`src/rtl/rand_pos_if.sv`:
```
// rand_pos_if -- request/deliver bundle for rand_pos_gen.
//
// Signals:
//   req      requester -> generator  ask for a new position
//   ready    requester -> generator  consumer accepts the presented position
//   valid    generator -> requester  x_pos/y_pos hold a new position
//   x_pos    generator -> requester  generated x (X_W bits)
//   y_pos    generator -> requester  generated y (Y_W bits)
//   fallback generator -> requester  at least one coordinate is the range midpoint
//   busy     generator -> requester  generator is generating or presenting
//
// Modports: master = requester/consumer side, slave = generator side.
interface rand_pos_if #(
    parameter int X_W = 10,
    parameter int Y_W = 10
);
    logic           req;
    logic           ready;
    logic           valid;
    logic [X_W-1:0] x_pos;
    logic [Y_W-1:0] y_pos;
    logic           fallback;
    logic           busy;

    modport master (
        output req, ready,
        input  valid, x_pos, y_pos, fallback, busy
    );

    modport slave (
        input  req, ready,
        output valid, x_pos, y_pos, fallback, busy
    );
endinterface

```
`src/rtl/rand_pos_gen.sv`:
```
// rand_pos_gen -- pseudo-random (x, y) position generator with range limits.
//
// Two free-running 16-bit Galois LFSRs (mask 16'hB400) supply candidates.
// On a request the block spends up to MAX_TRIES cycles looking for an
// in-range value for each coordinate independently; any coordinate still
// unsettled afterwards takes its range midpoint and fallback is flagged.
//
// Ports:
//   clk        sole clock, rising edge
//   rst        asynchronous active-high reset
//   bus        rand_pos_if.slave (req, ready in; valid, x_pos, y_pos,
//              fallback, busy out)
//   seed_load  (only with RAND_POS_SEED_LOAD_EN) reseed both LFSRs and
//              abort to IDLE
//   seed       (only with RAND_POS_SEED_LOAD_EN) 16-bit reseed value;
//              x gets seed, y gets seed ^ 16'h5A5A
//
// Configuration macro: RAND_POS_SEED_LOAD_EN enables the runtime reseed
// ports; without it the LFSRs reseed only through rst.
module rand_pos_gen #(
    parameter int          X_W       = 10,
    parameter int          Y_W       = 10,
    parameter int          X_MIN     = 0,
    parameter int          X_MAX     = 959,
    parameter int          Y_MIN     = 96,
    parameter int          Y_MAX     = 607,
    parameter int          MAX_TRIES = 8,
    parameter logic [15:0] SEED_X    = 16'hACE1,
    parameter logic [15:0] SEED_Y    = 16'h1F35
) (
    input  logic        clk,
    input  logic        rst,
    rand_pos_if.slave   bus
`ifdef RAND_POS_SEED_LOAD_EN
    ,
    input  logic        seed_load,
    input  logic [15:0] seed
`endif
);

    typedef enum logic [1:0] {ST_IDLE, ST_GEN, ST_VALID} state_t;

    // Bounds are widened by one bit so the range test never compares an
    // unsigned value against zero or against its own all-ones maximum.
    localparam logic [X_W:0]   X_MIN_E  = X_MIN[X_W:0];
    localparam logic [X_W:0]   X_MAX_E  = X_MAX[X_W:0];
    localparam logic [Y_W:0]   Y_MIN_E  = Y_MIN[Y_W:0];
    localparam logic [Y_W:0]   Y_MAX_E  = Y_MAX[Y_W:0];
    localparam logic [X_W:0]   X_ONE    = 1;
    localparam logic [Y_W:0]   Y_ONE    = 1;
    localparam int             X_MID    = (X_MIN + X_MAX) / 2;
    localparam int             Y_MID    = (Y_MIN + Y_MAX) / 2;
    localparam logic [X_W-1:0] X_MID_V  = X_MID[X_W-1:0];
    localparam logic [Y_W-1:0] Y_MID_V  = Y_MID[Y_W-1:0];
    localparam int             LAST_INT = MAX_TRIES - 1;
    localparam logic [7:0]     LAST_TRY = LAST_INT[7:0];

    state_t         state_reg, state_next;
    logic [15:0]    lfsr_x_reg, lfsr_y_reg;
    logic [15:0]    lfsr_x_next, lfsr_y_next;
    logic [7:0]     try_cnt_reg;
    logic           x_hit_reg, y_hit_reg;
    logic [X_W-1:0] x_val_reg, x_pos_reg;
    logic [Y_W-1:0] y_val_reg, y_pos_reg;
    logic           fallback_reg;

    logic [X_W-1:0] x_cand;
    logic [Y_W-1:0] y_cand;
    logic           x_in, y_in, x_now, y_now;
    logic           last_try, gen_done, abort;

    // One Galois step; the all-zero lock-up state is replaced by the seed.
    function automatic logic [15:0] lfsr_step(input logic [15:0] s,
                                              input logic [15:0] reseed);
        logic [15:0] n;
        n = {1'b0, s[15:1]} ^ (s[0] ? 16'hB400 : 16'h0000);
        return (n == 16'h0000) ? reseed : n;
    endfunction

`ifdef RAND_POS_SEED_LOAD_EN
    logic [15:0] seed_y;
    assign seed_y      = seed ^ 16'h5A5A;
    assign abort       = seed_load;
    assign lfsr_x_next = !seed_load ? lfsr_step(lfsr_x_reg, SEED_X)
                       : (seed == 16'h0000) ? SEED_X : seed;
    assign lfsr_y_next = !seed_load ? lfsr_step(lfsr_y_reg, SEED_Y)
                       : (seed_y == 16'h0000) ? SEED_Y : seed_y;
`else
    assign abort       = 1'b0;
    assign lfsr_x_next = lfsr_step(lfsr_x_reg, SEED_X);
    assign lfsr_y_next = lfsr_step(lfsr_y_reg, SEED_Y);
`endif

    assign x_cand   = lfsr_x_reg[X_W-1:0];
    assign y_cand   = lfsr_y_reg[Y_W-1:0];
    // (c + 1) > MIN is the same test as c >= MIN.
    assign x_in     = (({1'b0, x_cand} + X_ONE) > X_MIN_E) && ({1'b0, x_cand} <= X_MAX_E);
    assign y_in     = (({1'b0, y_cand} + Y_ONE) > Y_MIN_E) && ({1'b0, y_cand} <= Y_MAX_E);
    // Settled either earlier in this GEN or by this cycle's candidate.
    assign x_now    = x_hit_reg || x_in;
    assign y_now    = y_hit_reg || y_in;
    assign last_try = (try_cnt_reg == LAST_TRY);

    always_ff @(posedge clk or posedge rst) begin
        if (rst) state_reg <= ST_IDLE;
        else     state_reg <= state_next;
    end

    always_comb begin
        state_next = state_reg;
        gen_done   = 1'b0;
        case (state_reg)
            ST_IDLE:  if (bus.req) state_next = ST_GEN;
            ST_GEN: begin
                if ((x_now && y_now) || last_try) begin
                    state_next = ST_VALID;
                    gen_done   = 1'b1;
                end
            end
            ST_VALID: if (bus.ready) state_next = ST_IDLE;
            default:  state_next = ST_IDLE;
        endcase
        if (abort) begin
            state_next = ST_IDLE;
            gen_done   = 1'b0;
        end
    end

    always_ff @(posedge clk or posedge rst) begin
        if (rst) begin
            lfsr_x_reg   <= SEED_X;
            lfsr_y_reg   <= SEED_Y;
            try_cnt_reg  <= '0;
            x_hit_reg    <= 1'b0;
            y_hit_reg    <= 1'b0;
            x_val_reg    <= '0;
            y_val_reg    <= '0;
            x_pos_reg    <= X_MID_V;
            y_pos_reg    <= Y_MID_V;
            fallback_reg <= 1'b0;
        end else begin
            lfsr_x_reg <= lfsr_x_next;
            lfsr_y_reg <= lfsr_y_next;
            // Hits are staged separately so an aborted GEN never disturbs
            // the last delivered position.
            if (state_reg == ST_GEN && !abort) begin
                try_cnt_reg <= try_cnt_reg + 8'd1;
                if (!x_hit_reg && x_in) begin
                    x_hit_reg <= 1'b1;
                    x_val_reg <= x_cand;
                end
                if (!y_hit_reg && y_in) begin
                    y_hit_reg <= 1'b1;
                    y_val_reg <= y_cand;
                end
            end else begin
                try_cnt_reg <= '0;
                x_hit_reg   <= 1'b0;
                y_hit_reg   <= 1'b0;
            end
            if (gen_done) begin
                x_pos_reg    <= x_hit_reg ? x_val_reg : (x_in ? x_cand : X_MID_V);
                y_pos_reg    <= y_hit_reg ? y_val_reg : (y_in ? y_cand : Y_MID_V);
                fallback_reg <= !(x_now && y_now);
            end
        end
    end

    assign bus.valid    = (state_reg == ST_VALID);
    assign bus.busy     = (state_reg != ST_IDLE);
    assign bus.x_pos    = x_pos_reg;
    assign bus.y_pos    = y_pos_reg;
    assign bus.fallback = fallback_reg;

endmodule

```
`src/flat_wrapper.sv`:
```
// flat-port wrapper written by rule: the top's interface ports become plain ports
module rand_pos_gen_flat 
#(
    parameter int          X_W       = 10,
    parameter int          Y_W       = 10,
    parameter int          X_MIN     = 0,
    parameter int          X_MAX     = 959,
    parameter int          Y_MIN     = 96,
    parameter int          Y_MAX     = 607,
    parameter int          MAX_TRIES = 8,
    parameter logic [15:0] SEED_X    = 16'hACE1,
    parameter logic [15:0] SEED_Y    = 16'h1F35
)
  (clk, rst, bus_req, bus_ready, bus_valid, bus_x_pos, bus_y_pos, bus_fallback, bus_busy);
  rand_pos_if #(.X_W(X_W), .Y_W(Y_W)) bus_i ();
  input  logic clk;
  input  logic rst;
  input wire logic [$bits(bus_i.req)-1:0] bus_req;
  input wire logic [$bits(bus_i.ready)-1:0] bus_ready;
  output wire logic [$bits(bus_i.valid)-1:0] bus_valid;
  output wire logic [$bits(bus_i.x_pos)-1:0] bus_x_pos;
  output wire logic [$bits(bus_i.y_pos)-1:0] bus_y_pos;
  output wire logic [$bits(bus_i.fallback)-1:0] bus_fallback;
  output wire logic [$bits(bus_i.busy)-1:0] bus_busy;
  assign bus_i.req = bus_req;
  assign bus_i.ready = bus_ready;
  assign bus_valid = bus_i.valid;
  assign bus_x_pos = bus_i.x_pos;
  assign bus_y_pos = bus_i.y_pos;
  assign bus_fallback = bus_i.fallback;
  assign bus_busy = bus_i.busy;
  rand_pos_gen #(.X_W(X_W), .Y_W(Y_W), .X_MIN(X_MIN), .X_MAX(X_MAX), .Y_MIN(Y_MIN), .Y_MAX(Y_MAX), .MAX_TRIES(MAX_TRIES), .SEED_X(SEED_X), .SEED_Y(SEED_Y)) u_core (.clk(clk), .rst(rst), .bus(bus_i));
endmodule
```
`config.mk`:
```
export PLATFORM = sky130hd
export DESIGN_NAME = rand_pos_gen_flat
export DESIGN_NICKNAME = d
export VERILOG_FILES = /design/src/rtl/rand_pos_if.sv /design/src/rtl/rand_pos_gen.sv /design/src/flat_wrapper.sv
export SDC_FILE = /design/constraint.sdc
export NUM_CORES = 1
export LEC_CHECK = 0
export ABC_AREA = 0
export ABC_CLOCK_PERIOD_IN_PS = 5100
export BUFFER_PORTS_ARGS = -buffer_cell sky130_fd_sc_hd__buf_4
export CAP_MARGIN = 20
export CORE_UTILIZATION = 60
export DETAILED_ROUTE_END_ITERATION = 8
export PLACE_DENSITY = 0.77
export SETUP_SLACK_MARGIN = 0.5
export SLEW_MARGIN = 10
export SYNTH_ARGS = -nofsm -noshare
export SYNTH_HDL_FRONTEND = slang
export SYNTH_SLANG_ARGS = --single-unit
```
`constraint.sdc`:
```
create_clock -name clk -period 5.1 [get_ports clk]
set_clock_uncertainty 0.2 [all_clocks]
set_input_delay 1.275 -clock clk [delete_from_list [all_inputs] [get_ports clk]]
set_output_delay 1.275 -clock clk [all_outputs]
set_load 0.02 [all_outputs]
```
Word level (Yosys, flattened, before mapping) --
Index checks and enable logic that the tools add are counted.
Cells by class: $add $sub $neg 3, multiply operators 0, divide/modulo/power cells 0, magnitude comparators 4, equality and inequality tests 8, shift operators 0, multiplexer cells 19, bitwise logic cells 2, reductions and logical operators 18
Operators by type and width (number):
- $mux W16 | 4
- $mux W10 | 4
- $logic_not A16 Y1 | 2
- $xor A15 B16 Y16 | 2
- $add A10 B1 Y11 const B | 2
- $le A10 B10 Y1 const B | 2
- $gt A11 B1 Y1 const B | 1
- $gt A11 B7 Y1 const B | 1
- $add A8 B1 Y8 const B | 1
- $eq A8 B3 Y1 const B | 1
- $mux W8 | 1
- $ne A2 B2 Y1 const B | 4
- $mux W1 | 6
- $mux W2 | 3
- $pmux W2 S3 | 1
- $logic_and A1 B1 Y1 | 5
- $reduce_and A2 Y1 | 2
- $logic_not A1 Y1 | 3
- $logic_or A1 B1 Y1 | 3
- $reduce_and A3 Y1 | 1
- $eq A2 B1 Y1 const B | 1
- $eq A2 B2 Y1 const B | 1
- $logic_not A2 Y1 | 1
- $ne A2 B1 Y1 const B | 1
- $reduce_bool A2 Y1 | 1
Storage, ports and cells: bits in registers 85, latch bits 0, bits in writable memories 0, bits in read-only memories 0, memories 0

Depth between registers and ports, before layout --
word-level depth 8, mapped depth 6, depth with buffers taken out 5

Worst setup path after synthesis --
OpenSTA, ideal clock, no wires.
path kind register to register, start register u_core.try_cnt_reg[4], end register u_core.x_pos_reg[5] (netlist: u_core.bus.x_pos[5]), library setup time 0.125 ns, data arrival time 1.920 ns, data required time 4.775 ns, path slack 2.854 ns, stages on the path, launching flop included 6, buffers on the path 1, path through dfrtp_1 -> or4_1 -> or3_4 -> o22ai_4 -> buf_12 -> mux2_4
Between the ends: cells in the longest elaborated chain, start to end 4
RTL lines:
- start, declared | RTL line rand_pos_gen.sv:61 | logic [7:0] try_cnt_reg;
- start signal, assigned | RTL line rand_pos_gen.sv:147 | try_cnt_reg <= try_cnt_reg + 8'd1;
- $eq A8 B3 Y1 | RTL line rand_pos_gen.sv:102 | assign last_try = (try_cnt_reg == LAST_TRY);
- $logic_or A1 B1 Y1 | RTL line rand_pos_gen.sv:115 | if ((x_now && y_now) || last_try) begin
- $mux W1 | RTL line rand_pos_gen.sv:115
- $mux W1 | RTL line rand_pos_gen.sv:112 | case (state_reg)
- end signal, assigned | RTL line rand_pos_gen.sv:162 | x_pos_reg <= x_hit_reg ? x_val_reg : (x_in ? x_cand : X_MID_V);
- end, declared | RTL line rand_pos_gen.sv:63 | logic [X_W-1:0] x_val_reg, x_pos_reg;
Every way passes these cells. A chain may end at the register's enable or synchronous reset.

Worst setup path after layout --
start register u_core.try_cnt_reg[4], end register u_core.y_pos_reg[5] (netlist: u_core.bus.y_pos[5])
Between the ends: cells in the longest elaborated chain, start to end 4
RTL lines:
- $eq A8 B3 Y1 | RTL line rand_pos_gen.sv:102
- $logic_or A1 B1 Y1 | RTL line rand_pos_gen.sv:115
- $mux W1 | RTL line rand_pos_gen.sv:115
- $mux W1 | RTL line rand_pos_gen.sv:112
- end signal, assigned | RTL line rand_pos_gen.sv:163 | y_pos_reg <= y_hit_reg ? y_val_reg : (y_in ? y_cand : Y_MID_V);
- end, declared | RTL line rand_pos_gen.sv:64 | logic [Y_W-1:0] y_val_reg, y_pos_reg;
Every way passes these cells.

==> flow_metrics.tcl <==
set metrics [dict create \
    start_util_pct 63.1 \
    cpMaxStageDelayCell "o22ai_4" \
    drive_gt1_share_pct 41.8 \
    syn_inst 274 \
    powerDensity_nw_per_um2 559 \
    grt_antenna_before_repair 0 \
    grt_usage_pct 22.0 \
    ys_seq_area_share_pct 61.6 \
    insertion_delay_ns 0.35 \
    switching_share_pct 31.8 \
    seq_power_share_pct 45.2 \
    dieArea_um2 6170 \
    wl_per_cell_um 16.2 \
    syn_avg_cell_area_um2 12.8 \
    die_w_um 78.6 \
    finalMaxSlewViolations 0 \
    final.period_utilization_pct 53.5 \
    diodes 0 \
    finalWorstSetupSlack_ns 2.37 \
    post-route-min-period_ns 2.73 \
    min_path_cells 0 \
    power_leakage_nw 1.74 \
    ys.warnings.count 0 \
    ctsHtreeMaxLevel 3 \
    via_per_inst 5.63 \
    cp-end-kind "register" \
    rsz0062_at_grt "no" \
    core_um2 5570 \
    tightest_slew_ns 0.976 \
    reg2reg_slack_ns 2.37 \
    drtIter0Drc 136 \
    clockPowerShare_pct 23.7 \
    hold_path_class "register to register" \
    gr-total-overflow 0 \
    worstPathMaxFanout 22 \
    p_sw_w 0.000704 \
    postCtsHoldBufs 0 \
    final-hold-violation-count 0 \
    required_ns 5.14 \
    portBuffers 26 \
    first_global_vias 2077 \
    synth_async_sr_flop_share_pct 100 \
    intPower_w 0.00151 \
    cp_slowest_stage_delay_ns 0.73 \
    clock_sinks 85 \
    start_kind "register" \
    drc 0 \
    setup_violations 0 \
    max_freq_mhz 367 \
    power_frac_comb_pct 31.1 \
    numCtsBuffers 9 \
    peakVddDrop_mv 0.324 \
    whs_ns 0.204 \
    place_hpwl_um 3990 \
    cap_violations 0 \
    slew_headroom_pct 34.9 \
    dp_worst_setup_slack_ns 2.38 \
    fillers 399 \
    grt_max_degree 62 \
    whs_endpoint "u_core.lfsr_x_reg[9]$_DFF_PP0_" \
    die_h_um 78.6 \
    synthFlopType "dfrtp_1" \
    ys_seq_elements 85 \
    antenna_left 0 \
    syn_to_final_growth_pct 12.6 \
    status "finished clean" \
    rr_worst_depth 4 \
    synth_area_um2 3520 \
    first_pass_iters 4 \
    gp_congestion 0.735 \
    postCtsSetupBuffers 0 \
    placement_rows 27 \
    synth_fp_nets 279 \
    cts_root_buf "clkbuf_8" \
    clkTransAtPathRegs_ns 0.09 \
    io_pins 27 \
    min_from "u_core.lfsr_x_reg[10]$_DFF_PP1_" \
    path_class "register to register" \
    synth_edf_count 0 \
    fin_setup_tns_ns 0 \
    ctsLongestPathBuffers 2 \
    drt_wl_total_um 6000 \
    grt_pass1_wl_um 10300 \
    r2r_start "u_core.try_cnt_reg[4]$_DFF_PP0_" \
    synth.distinct_cells 40 \
    multi_input_area_um2 1180 \
    finalNetCount 299 \
    postCtsResizedCells 0 \
    cp.arrival_ns 2.76 \
    path_cells "or4_1, or3_4, o22ai_4, mux2_1" \
    dr_total_vias 2089 \
    register_area_um2 2170 \
    r2r-end "u_core.bus.y_pos[5]$_DFFE_PP0P_" \
    cts_tree "built" \
]
[critical path: cells and delay by family (launching register included)]
family / cells / cell delay [ns]
AO/OA/AOI/OAI: 1 / 0.73
flip-flops: 1 / 0.41
multiplexers: 1 / 0.38
AND/OR/NAND/NOR: 2 / 0.89
[area by class of cell]
type | instances | share of cell area (%)
inverter | 19 | 1.83
clock buffer | 9 | 3.13
tap | 72 | 2.27
sequential | 85 | 54.7
multi-input combinational | 151 | 29.7
timing repair buffer | 28 | 5.81
clock inverter | 7 | 2.50
[power groups by stage]
stage / registers [W] / clock network (W) / logic [W]
after floorplan: 0.00108 / 0 / 0.000414
after global placement: 0.000999 / 0 / 0.000671
after detailed placement: 0.00101 / 0 / 0.000688
after CTS: 0.00100 / 0.000530 / 0.000692
after global routing: 0.00102 / 0.000554 / 0.000751
final: 0.00100 / 0.000524 / 0.000687
[per-stage QoR]
| stage | cell area (um2) | power (W) | std cells | utilization [%] |
|---|---|---|---|---|
| after detailed placement | 3710 | 0.00170 | 354 | 66.6 |
| after global routing | 3960 | 0.00233 | 371 | 71.0 |
| after floorplan | 3520 | 0.00149 | 274 | - |
| after global placement | 3710 | 0.00167 | 354 | 66.6 |
| final | 3960 | 0.00221 | 371 | 71.0 |
| after CTS | 3930 | 0.00222 | 370 | 70.5 |
[layer usage]
metal	part of all wire [%]	GRT usage (%)	vias to the layer above
li1	-	-	972
met4	1.3	8.33	0
met3	3.8	3.95	9
met1	49	33.9	1054
met2	45	31.1	54
met5	0	0	-
[kinds of logic after synthesis]
group           share of synthesized area, %
compound gates                          5.97
xor+xnor                                2.49
fa+ha+maj                              0.356
buf+inv                                 4.94
flops                                   61.6
mux                                     14.6
simple gates                            10.1
[worst max-delay path by stage]
stage / end / cells after the start / from
6_report: u_core.bus.y_pos[5]$_DFFE_PP0P_ / 4 / u_core.try_cnt_reg[4]$_DFF_PP0_
5_1_grt: u_core.bus.y_pos[7]$_DFFE_PP0P_ / 4 / u_core.try_cnt_reg[4]$_DFF_PP0_
4_1_cts: u_core.bus.y_pos[5]$_DFFE_PP0P_ / 4 / u_core.try_cnt_reg[4]$_DFF_PP0_
3_5_place_dp: u_core.bus.y_pos[7]$_DFFE_PP0P_ / 4 / u_core.try_cnt_reg[4]$_DFF_PP0_
3_3_place_gp: u_core.bus.y_pos[5]$_DFFE_PP0P_ / 4 / u_core.try_cnt_reg[4]$_DFF_PP0_
2_1_floorplan: u_core.bus.fallback$_DFFE_PP0P_ / 1 / rst
[cell usage after synthesis, types with 3 or more instances]
cell type / n / area [um2]
o21ai_0: 7 / 35.0
and2_1: 4 / 25.0
nor2_1: 15 / 56.3
o22ai_1: 14 / 87.6
dfrtp_1: 53 / 1330
xnor2_1: 4 / 35.0
mux2i_1: 13 / 130
clkbuf_1: 15 / 56.3
nand4_1: 3 / 18.8
xor2_1: 6 / 52.6
or2_2: 14 / 87.6
nand3_1: 4 / 20.0
mux2_4: 6 / 90.1
nand2_1: 6 / 22.5
mux2_2: 24 / 270
dfstp_2: 32 / 841
nor4_1: 6 / 37.5
inv_1: 19 / 71.3
[cell usage in the layout, fill, tap and decap left out, types with 3 or more instances in the layout]
| cell type | Yosys | layout |
|---|---|---|
| and2_1 | 4 | 4 |
| buf_4 | 2 | 27 |
| clkbuf_8 | 0 | 9 |
| dfrtp_1 | 53 | 53 |
| dfstp_2 | 32 | 32 |
| inv_1 | 19 | 18 |
| mux2_2 | 24 | 24 |
| mux2_4 | 6 | 6 |
| mux2i_1 | 13 | 13 |
| nand2_1 | 6 | 6 |
| nand3_1 | 4 | 4 |
| nand4_1 | 3 | 3 |
| nor2_1 | 15 | 15 |
| nor4_1 | 6 | 6 |
| o21ai_0 | 7 | 7 |
| o22ai_1 | 14 | 14 |
| or2_2 | 14 | 14 |
| xnor2_1 | 4 | 4 |
| xor2_1 | 6 | 6 |
Power figures use the tool's default switching activity.
